$ cat config.mk
export PLATFORM = sky130hd
export DESIGN_NAME = gumnut_ifetch_flat
export DESIGN_NICKNAME = d
export VERILOG_FILES = /design/src/rtl/gumnut_ifetch_if.sv /design/src/rtl/gumnut_ifetch.sv /design/src/flat_wrapper.sv
export SDC_FILE = /design/constraint.sdc
export NUM_CORES = 1
export LEC_CHECK = 0
export CORE_MARGIN = 4
export CORE_UTILIZATION = 30
export DETAILED_ROUTE_END_ITERATION = 10
export DONT_BUFFER_PORTS = 1
export PLACE_DENSITY = 0.49
export SETUP_SLACK_MARGIN = 0.05
export SYNTH_ARGS = -nofsm -noshare
export SYNTH_HDL_FRONTEND = slang
export SYNTH_SLANG_ARGS = --single-unit
$ cat constraint.sdc
create_clock -name clk -period 1.9 [get_ports clk]
set_input_delay 0.285 -clock clk [delete_from_list [all_inputs] [get_ports clk]]
set_output_delay 0.285 -clock clk [all_outputs]
set_load 0.01 [all_outputs]
$ cat src/rtl/gumnut_ifetch_if.sv
// gumnut_ifetch_if: Wishbone-style read bus between the fetch unit and instruction memory
interface gumnut_ifetch_if;
    logic        inst_cyc_o;
    logic        inst_stb_o;
    logic [11:0] inst_adr_o;
    logic [17:0] inst_dat_i;
    logic        inst_ack_i;
    modport master (output inst_cyc_o, inst_stb_o, inst_adr_o, input inst_dat_i, inst_ack_i);
    modport slave (input inst_cyc_o, inst_stb_o, inst_adr_o, output inst_dat_i, inst_ack_i);
endinterface

$ cat src/rtl/gumnut_ifetch.sv
// gumnut_ifetch: Gumnut instruction fetch unit, owns the PC and runs read cycles on instruction memory
module gumnut_ifetch #(
    parameter logic [11:0] RESET_PC = 12'h000,
    parameter int unsigned TIMEOUT  = 15
) (
    input  logic                   clk,
    input  logic                   rst,
    input  logic                   cen,
    input  logic                   fetch_i,
    input  logic                   redirect_i,
    input  logic [11:0]            redirect_addr_i,
    gumnut_ifetch_if.master        bus,
    output logic [17:0]            inst_o,
    output logic                   ir_we_o,
    output logic [11:0]            pc_o,
    output logic                   busy_o,
    output logic                   err_o
);
    typedef enum logic [1:0] {IDLE, WAIT, GAP} state_t;
    localparam logic [7:0] LAST = 8'(TIMEOUT - 1);
    state_t      state, state_n;
    logic        cyc, cyc_n, we_n, err_n, pend, pend_n;
    logic [11:0] adr, adr_n, pc_n, tgt, tgt_n;
    logic [17:0] inst_n;
    logic [7:0]  cnt, cnt_n;
    assign bus.inst_cyc_o = cyc;
    assign bus.inst_stb_o = cyc;
    assign bus.inst_adr_o = adr;
    assign busy_o         = state != IDLE;
    always_comb begin
        state_n = state;
        pc_n    = pc_o;
        adr_n   = adr;
        cyc_n   = cyc;
        inst_n  = inst_o;
        we_n    = 1'b0;
        err_n   = 1'b0;
        cnt_n   = cnt;
        pend_n  = pend;
        tgt_n   = tgt;
        case (state)
            IDLE: begin
                pc_n = redirect_i ? redirect_addr_i : pc_o;
                if (cen && fetch_i) begin
                    state_n = WAIT;
                    cyc_n   = 1'b1;
                    adr_n   = pc_n;
                    cnt_n   = '0;
                end
            end
            WAIT: begin
                // ack beats timeout; a redirect seen during the cycle discards the word
                if (bus.inst_ack_i) begin
                    cyc_n   = 1'b0;
                    pend_n  = 1'b0;
                    cnt_n   = '0;
                    state_n = (redirect_i || pend) ? GAP : IDLE;
                    pc_n    = redirect_i ? redirect_addr_i : pend ? tgt : pc_o + 12'd1;
                    we_n    = !(redirect_i || pend);
                    inst_n  = we_n ? bus.inst_dat_i : inst_o;
                end else if (cnt == LAST) begin
                    cyc_n   = 1'b0;
                    pend_n  = 1'b0;
                    cnt_n   = '0;
                    err_n   = 1'b1;
                    state_n = IDLE;
                    pc_n    = redirect_i ? redirect_addr_i : pend ? tgt : pc_o;
                end else begin
                    cnt_n  = cnt + 8'd1;
                    pend_n = pend || redirect_i;
                    tgt_n  = redirect_i ? redirect_addr_i : tgt;
                end
            end
            GAP: begin
                state_n = WAIT;
                cyc_n   = 1'b1;
                pc_n    = redirect_i ? redirect_addr_i : pc_o;
                adr_n   = pc_n;
                cnt_n   = '0;
            end
            default: state_n = IDLE;
        endcase
    end
    always_ff @(posedge clk) begin
        if (rst) begin
            state   <= IDLE;
            pc_o    <= RESET_PC;
            adr     <= '0;
            cyc     <= 1'b0;
            inst_o  <= '0;
            ir_we_o <= 1'b0;
            err_o   <= 1'b0;
            cnt     <= '0;
            pend    <= 1'b0;
            tgt     <= '0;
        end else begin
            state   <= state_n;
            pc_o    <= pc_n;
            adr     <= adr_n;
            cyc     <= cyc_n;
            inst_o  <= inst_n;
            ir_we_o <= we_n;
            err_o   <= err_n;
            cnt     <= cnt_n;
            pend    <= pend_n;
            tgt     <= tgt_n;
        end
    end
endmodule

$ cat src/flat_wrapper.sv
// flat-port wrapper written by rule: the top's interface ports become plain ports
module gumnut_ifetch_flat 
#(
    parameter logic [11:0] RESET_PC = 12'h000,
    parameter int unsigned TIMEOUT  = 15
)
  (clk, rst, cen, fetch_i, redirect_i, redirect_addr_i, inst_o, ir_we_o, pc_o, busy_o, err_o, bus_inst_cyc_o, bus_inst_stb_o, bus_inst_adr_o, bus_inst_dat_i, bus_inst_ack_i);
  gumnut_ifetch_if bus_i ();
  input  logic clk;
  input  logic rst;
  input  logic cen;
  input  logic fetch_i;
  input  logic redirect_i;
  input  logic [11:0] redirect_addr_i;
  output logic [17:0] inst_o;
  output logic ir_we_o;
  output logic [11:0] pc_o;
  output logic busy_o;
  output logic err_o;
  output wire logic [$bits(bus_i.inst_cyc_o)-1:0] bus_inst_cyc_o;
  output wire logic [$bits(bus_i.inst_stb_o)-1:0] bus_inst_stb_o;
  output wire logic [$bits(bus_i.inst_adr_o)-1:0] bus_inst_adr_o;
  input wire logic [$bits(bus_i.inst_dat_i)-1:0] bus_inst_dat_i;
  input wire logic [$bits(bus_i.inst_ack_i)-1:0] bus_inst_ack_i;
  assign bus_inst_cyc_o = bus_i.inst_cyc_o;
  assign bus_inst_stb_o = bus_i.inst_stb_o;
  assign bus_inst_adr_o = bus_i.inst_adr_o;
  assign bus_i.inst_dat_i = bus_inst_dat_i;
  assign bus_i.inst_ack_i = bus_inst_ack_i;
  gumnut_ifetch #(.RESET_PC(RESET_PC), .TIMEOUT(TIMEOUT)) u_core (.clk(clk), .rst(rst), .cen(cen), .fetch_i(fetch_i), .redirect_i(redirect_i), .redirect_addr_i(redirect_addr_i), .bus(bus_i), .inst_o(inst_o), .ir_we_o(ir_we_o), .pc_o(pc_o), .busy_o(busy_o), .err_o(err_o));
endmodule
==> report_table.html <==
<table>
<tr><th>Metric</th><th>Value</th></tr>
<tr><th colspan="2">Power</th></tr>
<tr><td>Worst vdd rail ir drop</td><td>around 0.39 mV</td></tr>
<tr><td>Power per Cell Area</td><td>820 nW/um^2</td></tr>
<tr><td>Reported leakage power</td><td>approximately 0.0014 uW</td></tr>
<tr><th colspan="2">Worst setup path</th></tr>
<tr><td>Critical path launch point type</td><td>register</td></tr>
<tr><td>Nature of the critical path endpoint</td><td>register</td></tr>
<tr><td>Type of the setup path with the least slack</td><td>reg -&gt; reg</td></tr>
<tr><td>Data arrival time of the worst path</td><td>1.93 ns</td></tr>
<tr><td>Startpoint of the worst setup timing path</td><td>u_core.cnt[4]</td></tr>
<tr><td>Origin of the critical flop-to-flop path</td><td>u_core.cnt[4]</td></tr>
<tr><td>Last element of the critical path</td><td>u_core.pc_o[5]</td></tr>
<tr><td>Required time worst endpoint</td><td>between 2 and 2.5 ns</td></tr>
<tr><td>Largest fanout on the critical path</td><td>8</td></tr>
<tr><td>Endpoint of the lowest-slack register-to-register path</td><td>u_core.pc_o[5]</td></tr>
<tr><td>Setup slack of the most critical reg-to-reg path</td><td>between 0.15 and 0.2 ns</td></tr>
<tr><td>Depth of the worst register-to-register path</td><td>5</td></tr>
<tr><th colspan="2">STA</th></tr>
<tr><td>Endpoints failing setup</td><td>0</td></tr>
<tr><td>Clock skew after layout</td><td>0.00438 ns</td></tr>
<tr><td>Worst path setup slack after routing</td><td>0.197 ns</td></tr>
<tr><td>Final-report hold violation count</td><td>0</td></tr>
<tr><td>Final period util</td><td>89.6%</td></tr>
<tr><td>Period minus WS final</td><td>1.70 ns</td></tr>
<tr><td>Relative slew margins</td><td>67.7%</td></tr>
<tr><td>Total negative slack for setup checks</td><td>0 ns</td></tr>
<tr><td>Highest attainable clock frequency</td><td>around 590 MHz</td></tr>
<tr><td>Final Max Slew Viols</td><td>0</td></tr>
<tr><td>Actual transition at the worst max-transition pin</td><td>0.483 ns</td></tr>
<tr><td>RSZ-0062 raised after global routing</td><td>no</td></tr>
<tr><th colspan="2">Cells and area</th></tr>
<tr><td>Commonest cells after routing, fill and taps aside</td><td>68 x sky130_fd_sc_hd__dfxtp_1, 57 x sky130_fd_sc_hd__nand2_1, 48 x sky130_fd_sc_hd__nor2_1, 33 x sky130_fd_sc_hd__a21oi_1</td></tr>
<tr><td>Number of diodes added for antenna fixing</td><td>0</td></tr>
<tr><td>Number of fill cells</td><td>1119</td></tr>
<tr><td>Fraction of layout instances using a drive strength above 1</td><td>about an eighth</td></tr>
<tr><td>Number of nets in the layout</td><td>442</td></tr>
<tr><td>Final cell utilization of the core</td><td>35.7%</td></tr>
<tr><td>Area growth, synth to finish</td><td>14.8%</td></tr>
<tr><td>Most common cell after layout, fill and taps aside</td><td>sky130_fd_sc_hd__dfxtp_1</td></tr>
<tr><td>Final standard cell count with taps included and fillers excluded</td><td>543</td></tr>
<tr><th colspan="2">Yosys</th></tr>
<tr><td>Post-synth ARST share</td><td>0%</td></tr>
<tr><td>Number of warning messages in the yosys log</td><td>0</td></tr>
<tr><td>Area of the mapped netlist</td><td>3240 sq um</td></tr>
<tr><td>Synthesized netlist cell count</td><td>390</td></tr>
<tr><td>Number of enable flip-flop cells after synthesis</td><td>0</td></tr>
<tr><td>Number of distinct standard cells referenced by the synthesized netlist</td><td>48</td></tr>
<tr><td>Commonest register cell after synthesis</td><td>sky130_fd_sc_hd__dfxtp_1</td></tr>
<tr><td>Post-synthesis area per instance</td><td>between 8 and 9 sq um</td></tr>
<tr><td>Cell taking the most area after synthesis</td><td>sky130_fd_sc_hd__dfxtp_1</td></tr>
<tr><td>Post-synthesis sequential area ratio</td><td>42.0%</td></tr>
<tr><td>Synthesized net count</td><td>between 400 and 500</td></tr>
<tr><td>Proportion of netlist area held by the largest area contributor</td><td>42.0%</td></tr>
<tr><td>Biggest area contributors in the synthesized netlist</td><td>sky130_fd_sc_hd__dfxtp_1 42%, sky130_fd_sc_hd__mux2i_1 6.8%, sky130_fd_sc_hd__nand2_1 6.6%</td></tr>
<tr><td>Number of flip-flops and latches in the synthesized netlist</td><td>about 70</td></tr>
<tr><th colspan="2">Clocking</th></tr>
<tr><td>Number of buffers inserted by post-CTS setup repair</td><td>0</td></tr>
<tr><td>Clock-pin slew on the worst setup and hold paths</td><td>0.07 ns</td></tr>
<tr><td>TritonCTS clock tree</td><td>yes</td></tr>
<tr><td>CTS H-Tree Depth</td><td>3</td></tr>
<tr><td>Number of sinks handled by clock tree synthesis</td><td>68</td></tr>
<tr><td>Master cell of the clock root buffer</td><td>sky130_fd_sc_hd__clkbuf_8</td></tr>
<tr><td>Insertion delay of the later-clocked pin in the worst-skew pair</td><td>0.35 ns</td></tr>
<tr><td>Number of clock buffers inserted by TritonCTS</td><td>9</td></tr>
<tr><td>CTS max path bufs</td><td>2</td></tr>
<tr><th colspan="2">Detailed routing</th></tr>
<tr><td>Overall via count from detail_route</td><td>roughly 2.8k</td></tr>
<tr><td>Number of remaining DRC errors</td><td>0</td></tr>
<tr><td>Overall routed net length</td><td>9.11 mm</td></tr>
<tr><td>Via/cell ratio</td><td>approximately 5.1</td></tr>
<tr><td>Remaining antenna violation count after routing</td><td>0</td></tr>
<tr><td>Wirelength per Cell</td><td>~17 um</td></tr>
<tr><td>First-pass iteration count of the detailed router</td><td>4</td></tr>
<tr><td>DR iter-0 viols</td><td>128</td></tr>
<tr><th colspan="2">GRT</th></tr>
<tr><td>Number of antenna violations at the first check in global routing</td><td>0</td></tr>
<tr><td>GRT Resource Usage Total</td><td>between 10% and 20%</td></tr>
<tr><td>First-pass GRT wire length</td><td>between 10 and 15 mm</td></tr>
<tr><td>Vias in the first global route</td><td>about 2.8k</td></tr>
<tr><td>Total gr overflow</td><td>0</td></tr>
<tr><td>Maximum number of pins on one net before global-route repair</td><td>57</td></tr>
<tr><th colspan="2">Placement</th></tr>
<tr><td>Placed cells</td><td>525</td></tr>
<tr><td>Number of port buffers</td><td>0</td></tr>
<tr><td>Routability-driven placement congestion ratio</td><td>0.793</td></tr>
<tr><td>HPWL after DPL</td><td>6.27 mm</td></tr>
<tr><td>Place WS</td><td>0.174 ns</td></tr>
<tr><th colspan="2">Floorplan</th></tr>
<tr><td>Floorplan core area</td><td>about 10000 sq um</td></tr>
<tr><td>Number of core rows</td><td>37</td></tr>
<tr><td>Die Span X</td><td>112 um</td></tr>
<tr><td>Die ar.</td><td>12500 sq um</td></tr>
<tr><td>Overall die height</td><td>112 um</td></tr>
<tr><td>Effective utilization at floorplan</td><td>31.1%</td></tr>
<tr><td>Num ports</td><td>83</td></tr>
<tr><th colspan="2">Status</th></tr>
<tr><td>Result of the run</td><td>finished clean</td></tr>
<tr><th colspan="2">Run</th></tr>
<tr><td>Max-cap violation count</td><td>0</td></tr>
<tr><th colspan="2">Hold path</th></tr>
<tr><td>Class of the most critical hold timing path</td><td>in -&gt; reg</td></tr>
</table>
flip-flops by register name, summed over array words and instances, names as in the netlist:
signal                 count
u_core.tgt                12
u_core.bus.inst_cyc_o      1
u_core.cnt                 8
u_core.bus.inst_adr_o     12
u_core.state               2
u_core.ir_we_o             1
u_core.inst_o             18
u_core.err_o               1
u_core.pend                1
u_core.pc_o               12
where the power goes:
group / leakage (uW) / total, uW / internal, uW / switching, uW
clock network: 0.0000935 / 1160 / 635 / 529
registers: 0.000553 / 1550 / 1480 / 64.7
logic: 0.000768 / 340 / 141 / 200
total: 0.00141 / 3050 / 2260 / 794
layer usage:
| metal | up-vias | part of all wire, % | global-route usage (%) |
|---|---|---|---|
| li1 | 1390 | - | - |
| met1 | 1256 | 46 | 18.9 |
| met2 | 91 | 44 | 22.2 |
| met3 | 13 | 8.7 | 5.76 |
| met4 | 0 | 1.5 | 4.79 |
| met5 | - | 0 | 0 |
logic make-up (layout without fill, tap and decap cells):
| family | count (synthesis) | count (layout) | synth area share (%) |
|---|---|---|---|
| flip-flops | 68 | 68 | 42.0 |
| multiplexers | 22 | 22 | 6.80 |
| buffers and inverters | 39 | 56 | 5.87 |
| AND/OR/NAND/NOR | 148 | 148 | 21.4 |
| AO/OA/AOI/OAI | 96 | 96 | 19.0 |
| XOR/XNOR | 14 | 14 | 3.79 |
| adder cells (fa/ha/maj) | 3 | 3 | 1.16 |
how the worst min path moves through the flow:
stage                            startpoint                    end  slack (ns)  depth (start not counted)
after floorplan           bus_inst_dat_i[0]       u_core.inst_o[0]        0.42                          2
after global placement                  rst       u_core.inst_o[8]        0.36                          1
after detailed placement                rst      u_core.inst_o[13]        0.37                          1
after CTS                               rst  u_core.bus.inst_cyc_o      0.0007                          1
after global routing         bus_inst_ack_i           u_core.err_o       0.005                          1
final                                   rst  u_core.bus.inst_cyc_o        0.03                          1
through the flow:
step / cell area [sq um] / power, uW / hold slack [ns]
floorplan: 3240 / 1810 / 0.421
global placement: 3470 / 1880 / 0.360
detailed placement: 3470 / 1890 / 0.365
CTS: 3700 / 3110 / 0.000722
global route: 3720 / 3200 / 0.00453
finish: 3720 / 3050 / 0.0256
worst max-delay path, cell delays in order (launching register included):
cell and delay (ns):
sky130_fd_sc_hd__dfxtp_1 0.36, sky130_fd_sc_hd__nor4_4 0.33, sky130_fd_sc_hd__nand2_2 0.15, sky130_fd_sc_hd__o311a_4 0.43
sky130_fd_sc_hd__a221oi_1 0.21, sky130_fd_sc_hd__a211oi_1 0.10
timing repair:
action,4_1_cts,5_1_grt
gates resized for setup,0,2
hold endpoints to repair,56,0
setup endpoints to repair,0,3
hold buffers,3,0
synth_stat cells, types with 4 or more instances:
master and n:
sky130_fd_sc_hd__o21ai_0 25, sky130_fd_sc_hd__a21oi_1 33, sky130_fd_sc_hd__nor2_1 48, sky130_fd_sc_hd__o22ai_1 4, sky130_fd_sc_hd__nand4_1 7, sky130_fd_sc_hd__xnor2_1 4
sky130_fd_sc_hd__mux2i_1 22, sky130_fd_sc_hd__dfxtp_1 68, sky130_fd_sc_hd__buf_2 8, sky130_fd_sc_hd__a311oi_1 8, sky130_fd_sc_hd__clkbuf_1 13, sky130_fd_sc_hd__xor2_1 10
sky130_fd_sc_hd__nand3_1 7, sky130_fd_sc_hd__a211oi_1 13, sky130_fd_sc_hd__nand2_1 57, sky130_fd_sc_hd__inv_1 12
layout make-up:
class                      count  area, sq um  share of cell area [%]
clock inverter                 2         35.0                   0.942
timing repair buffer          29          255                    6.86
inverter                      12         45.0                    1.21
tap                          136          170                    4.58
sequential                    68         1360                    36.6
clock buffer                  13          149                    4.00
multi-input combinational    283         1700                    45.8
(Power assumes the default switching activity.)
